File: config.mk
export PLATFORM = sky130hd
export DESIGN_NAME = fetch_unit
export DESIGN_NICKNAME = d
export VERILOG_FILES = /design/src/rtl/fetch_unit.sv
export SDC_FILE = /design/constraint.sdc
export NUM_CORES = 1
export LEC_CHECK = 0
export CORE_MARGIN = 2
export CORE_UTILIZATION = 52
export CTS_CLUSTER_DIAMETER = 150
export DETAILED_ROUTE_END_ITERATION = 16
export PLACE_DENSITY = 0.85
export SLEW_MARGIN = 20
export SYNTH_ARGS = -nofsm -noshare
export SYNTH_HDL_FRONTEND = slang
export SYNTH_SLANG_ARGS = --single-unit
export TNS_END_PERCENT = 5
File: constraint.sdc
create_clock -name clk -period 2.2 [get_ports clk]
set_input_delay 0.44 -clock clk [delete_from_list [all_inputs] [get_ports clk]]
set_output_delay 0.44 -clock clk [all_outputs]
set_load 0.01 [all_outputs]
File: src/rtl/fetch_unit.sv
// WISC-16 instruction fetch stage with IF/ID register and one-entry skid buffer.
// Issues word reads over a variable-latency handshake and handles stall, redirect and HLT.
module fetch_unit #(
  parameter int unsigned       ADDR_W   = 16,
  parameter logic [ADDR_W-1:0] RESET_PC = '0
) (
  input  logic              clk,
  input  logic              rst,
  input  logic              stall_i,
  input  logic              redirect_i,
  input  logic [ADDR_W-1:0] redirect_pc_i,
  output logic              imem_rd,
  output logic [ADDR_W-1:0] imem_addr,
  input  logic [15:0]       imem_data,
  input  logic              imem_valid,
  output logic [15:0]       instr_o,
  output logic [3:0]        opcode_o,
  output logic [ADDR_W-1:0] pc_plus1_o,
  output logic              instr_valid_o,
  output logic              halted_o
);

  localparam logic [1:0] S_REQ  = 2'd0;
  localparam logic [1:0] S_WAIT = 2'd1;
  localparam logic [1:0] S_HALT = 2'd2;

  localparam logic [3:0]        OP_HLT = 4'hF;
  localparam logic [ADDR_W-1:0] ONE    = {{(ADDR_W-1){1'b0}}, 1'b1};

  logic [1:0]        state_q, state_d;
  logic [ADDR_W-1:0] pc_q, pc_d;
  logic [ADDR_W-1:0] addr_q, addr_d;
  logic [15:0]       instr_q, instr_d;
  logic [ADDR_W-1:0] pc1_q, pc1_d;
  logic              valid_q, valid_d;
  logic              halted_q, halted_d;
  logic              skid_full_q, skid_full_d;
  logic [15:0]       skid_instr_q, skid_instr_d;
  logic [ADDR_W-1:0] skid_pc1_q, skid_pc1_d;
  logic              squash_q, squash_d;

  logic              issue;
  logic              accept;
  logic [ADDR_W-1:0] pc_inc;

  assign pc_inc = pc_q + ONE;

  // A redirect in REQ suppresses the read so no stale request is left in flight.
  assign issue  = (state_q == S_REQ) && !skid_full_q && !redirect_i;
  assign accept = (state_q == S_WAIT) && imem_valid && !squash_q;

  assign imem_rd   = !rst && (issue || (state_q == S_WAIT));
  assign imem_addr = (state_q == S_WAIT) ? addr_q : pc_q;

  assign instr_o       = instr_q;
  assign opcode_o      = instr_q[15:12];
  assign pc_plus1_o    = pc1_q;
  assign instr_valid_o = valid_q;
  assign halted_o      = halted_q;

  always_comb begin
    state_d      = state_q;
    pc_d         = pc_q;
    addr_d       = addr_q;
    instr_d      = instr_q;
    pc1_d        = pc1_q;
    valid_d      = valid_q;
    halted_d     = halted_q;
    skid_full_d  = skid_full_q;
    skid_instr_d = skid_instr_q;
    skid_pc1_d   = skid_pc1_q;
    squash_d     = squash_q;

    if (redirect_i) begin
      pc_d        = redirect_pc_i;
      valid_d     = 1'b0;
      skid_full_d = 1'b0;
      halted_d    = 1'b0;
      // An in-flight read must still complete; its data is dropped.
      if ((state_q == S_WAIT) && !imem_valid) begin
        state_d  = S_WAIT;
        squash_d = 1'b1;
      end else begin
        state_d  = S_REQ;
        squash_d = 1'b0;
      end
    end else begin
      if (!stall_i) begin
        if (skid_full_q) begin
          instr_d     = skid_instr_q;
          pc1_d       = skid_pc1_q;
          valid_d     = 1'b1;
          skid_full_d = 1'b0;
        end else if (accept) begin
          instr_d = imem_data;
          pc1_d   = pc_inc;
          valid_d = 1'b1;
        end else begin
          valid_d = 1'b0;
        end
      end else if (accept) begin
        skid_full_d  = 1'b1;
        skid_instr_d = imem_data;
        skid_pc1_d   = pc_inc;
      end

      unique case (1'b1)
        state_q == S_REQ: begin
          if (issue) begin
            state_d = S_WAIT;
            addr_d  = pc_q;
          end
        end
        state_q == S_WAIT: begin
          if (imem_valid) begin
            squash_d = 1'b0;
            if (squash_q) begin
              state_d = S_REQ;
            end else begin
              pc_d = pc_inc;
              if (imem_data[15:12] == OP_HLT) begin
                state_d  = S_HALT;
                halted_d = 1'b1;
              end else begin
                state_d = S_REQ;
              end
            end
          end
        end
        state_q == S_HALT: begin
          state_d = S_HALT;
        end
        default: begin
          state_d = S_REQ;
        end
      endcase
    end
  end

  always_ff @(posedge clk) begin
    if (rst) begin
      state_q      <= S_REQ;
      pc_q         <= RESET_PC;
      addr_q       <= RESET_PC;
      instr_q      <= 16'h0000;
      pc1_q        <= '0;
      valid_q      <= 1'b0;
      halted_q     <= 1'b0;
      skid_full_q  <= 1'b0;
      skid_instr_q <= 16'h0000;
      skid_pc1_q   <= '0;
      squash_q     <= 1'b0;
    end else begin
      state_q      <= state_d;
      pc_q         <= pc_d;
      addr_q       <= addr_d;
      instr_q      <= instr_d;
      pc1_q        <= pc1_d;
      valid_q      <= valid_d;
      halted_q     <= halted_d;
      skid_full_q  <= skid_full_d;
      skid_instr_q <= skid_instr_d;
      skid_pc1_q   <= skid_pc1_d;
      squash_q     <= squash_d;
    end
  end

endmodule

==> metrics <==
crit-path max FO 2; post-synthesis net count between 600 and 700; clk root buf clkbuf_8; RePlAce Congestion about 0.84; worst path arrival time ~1700 ps; vias around 4400; initial antenna violation count 0; LEAKAGE between 2 and 2.5 nW; area of the multi-input gates 2482 um^2; fmax 459.0 MHz; EDFF count, synth 0; PwrDens ~600 nW/um^2; Register Area around 2000 um^2; final antenna diode count 0; crit path launch redirect_i; CTS H-tree depth 3; Seq/Total Area, Yosys 0.4239; flops & latches, synth 102; Post-synth ARST share 0; Core Box Area between 9000 and 10000 um^2; Nets about 690; hold-fix buffer count after cts 0; # IOs between 90 and 100; status finished clean; Initial Utilization 0.5288; fin crit share 0.9903; Final Setup Violations 0; clk sinks a little over 100; hold crit path type in2reg; sw power 0.001070 W; setup slack after layout around 21 ps; Area Growth Syn to Fin 26.39%; crit path kind in2out; Reg power frac 0.535; first-pass detailed-route iteration total 5; Crit path required time 1760 ps; Post-Place Cells approximately 750; die height ~100 um; Tot GR Track Use 0.2467; Combinational Power Share 0.135; final hold violation count 0; Slew Limit Fails 0; Primary FF master, synth dfxtp_1; reg2reg start pc_q[4]; chip width 100.3 um; warnings from Yosys 0; Worst Skew roughly 12 ps; clock tree from TritonCTS built; clk_lat worst skew ~380 ps; Port Buffers just over 90; total gr overflow 0; Post-DP HPWL between 8 and 9 mm; Final min period between 2000 and 2500 ps; fin cells roughly 770; area of the die between 10000 and 15000 um^2; CTS Buffer Depth 2; Switching Share 0.2910; # rows 35; post-synthesis instance area 4817 um^2; Num CTS Buffers 9; Worst Tran Pin Value about 650 ps; DR vias/cell 5.767; CP endpoint kind output pin; final WL approximately 12 mm; Residual DRC 0; clk slew on worst S/H paths 110 ps; Yosys cell types 58; Setup Total Neg Slack 0 ps; vias in the first global route around 4300; type of origin of the critical path input pin; clock power share 0.330; fraction of layout cells with a size suffix above 1 0.1162; P_int about 0.0026 W; maximum VDD drop roughly 390 uV; hold path start rst; Slew HR 0.5695; largest net degree at the start of global routing slightly below 60; Post CTS Setup Buffer Count 0; largest family of logic cells by synthesized area simple AND/OR/NAND/NOR gates; Post-Synth Adder-Cell Area 0.002597; Synth Area in Simple Gates 0.2270; syn avg cell area about 8.4 um^2; WL/cell between 15 and 20 um; first-pass GRT wire length between 20 and 25 mm; internal reg-to-reg setup slack 130 ps; compound-cell area share of the yosys netlist 0.1717; multiplexer share of the synthesized area 0.07896; ANT nets after route 0; max_cap viols 0; # fillers around 730; pre-CTS setup slack -285.1 ps; Initial DRC Count about 290; Post-Synth XOR/XNOR Area 0.03273; synthesized instance count 575
==> Yosys cell counts (10+ instances only) <==
library cell	n	area (um^2)
clkbuf_1	28	105.1
a211oi_1	35	262.8
nor2_1	57	214.0
dfxtp_1	102	2042
xnor2_1	15	131.4
nor3_1	23	115.1
mux2_2	16	180.2
a21oi_1	45	225.2
nand3_1	10	50.05
buf_2	21	105.1
nand2_1	86	322.8
mux2i_1	20	200.2
==> worst paths after layout <==
| check | end | cells after the start |
|---|---|---|
| hold / removal | skid_pc1_q[12] | 2 |
| setup / recovery | imem_rd | 4 |
| hold reg to reg | pc_plus1_o[2] | 2 |
| setup reg to reg | pc_plus1_o[9] | 4 |
==> layout by cell type, fill, tap and decap left out, types with 16 or more instances in the layout <==
cell type and count:
a211oi_1 35, a21oi_1 45, buf_4 27, clkdlybuf4s50_1 73
dfxtp_1 100, dlygate4sd2_1 16, mux2_2 16, mux2i_1 20
nand2_1 86, nor2_1 57, nor3_1 23
==> area by class of cell <==
| cell class | count | area share |
|---|---|---|
| multi-input combinational | 404 | 0.4077 |
| sequential | 102 | 0.3358 |
| timing repair buffer | 122 | 0.1921 |
| tap | 111 | 0.02281 |
| clock buffer | 9 | 0.02035 |
| clock inverter | 7 | 0.01500 |
| inverter | 10 | 0.006165 |
==> routing by layer <==
layer	vias to the layer above	share of wire	GRT usage
li1	2164	-	-
met2	150	0.50	0.4285
met5	-	0	0
met3	16	0.057	0.05292
met4	0	0.013	0.06639
met1	2082	0.43	0.3101
==> power by group through the flow <==
stage	registers, W	logic (W)	clock network [W]
global placement	0.00200	0.000493	0
CTS	0.00196	0.000494	0.00123
floorplan	0.00198	0.000294	0
detailed placement	0.00201	0.000506	0
global route	0.00198	0.000539	0.00129
finish	0.00197	0.000496	0.00122
==> metrics by stage <==
| stage | power, W | area, um^2 | util | hold slack, ps |
|---|---|---|---|---|
| finish | 0.003679 | 6088 | 0.6684 | 379.4 |
| global route | 0.003805 | 6088 | 0.6684 | 376.8 |
| CTS | 0.003687 | 6085 | 0.6680 | 367.8 |
| detailed placement | 0.002512 | 5879 | 0.6455 | 443.6 |
| global placement | 0.002494 | 5879 | 0.6455 | 439.5 |
| floorplan | 0.002270 | 4817 | - | 433.8 |
==> kinds of logic after synthesis <==
| family | count (synthesis) |
|---|---|
| compound gates | 122 |
| xor+xnor | 18 |
| fa+ha+maj | 1 |
| simple gates | 227 |
| mux | 36 |
| flops | 102 |
| buf+inv | 69 |
==> critical path, stage by stage <==
cell and delay, ps:
clkdlybuf4s50_1 440, or4_4 440, a21oi_1 170, clkdlybuf4s15_2 240
==> registers in the layout (all words and copies together), names as in the netlist <==
signal         cells
halted_o           1
skid_pc1_q        16
instr_valid_o      1
pc_plus1_o        16
skid_instr_q      16
skid_full_q        1
state_q            2
addr_q            16
pc_q              16
instr_o           16
squash_q           1
==> timing repair <==
action,in CTS,in global routing
pin swaps,0,0
gates resized for setup,22,1
endpoints found under the setup margin,17,1
(Power assumes the default switching activity.)
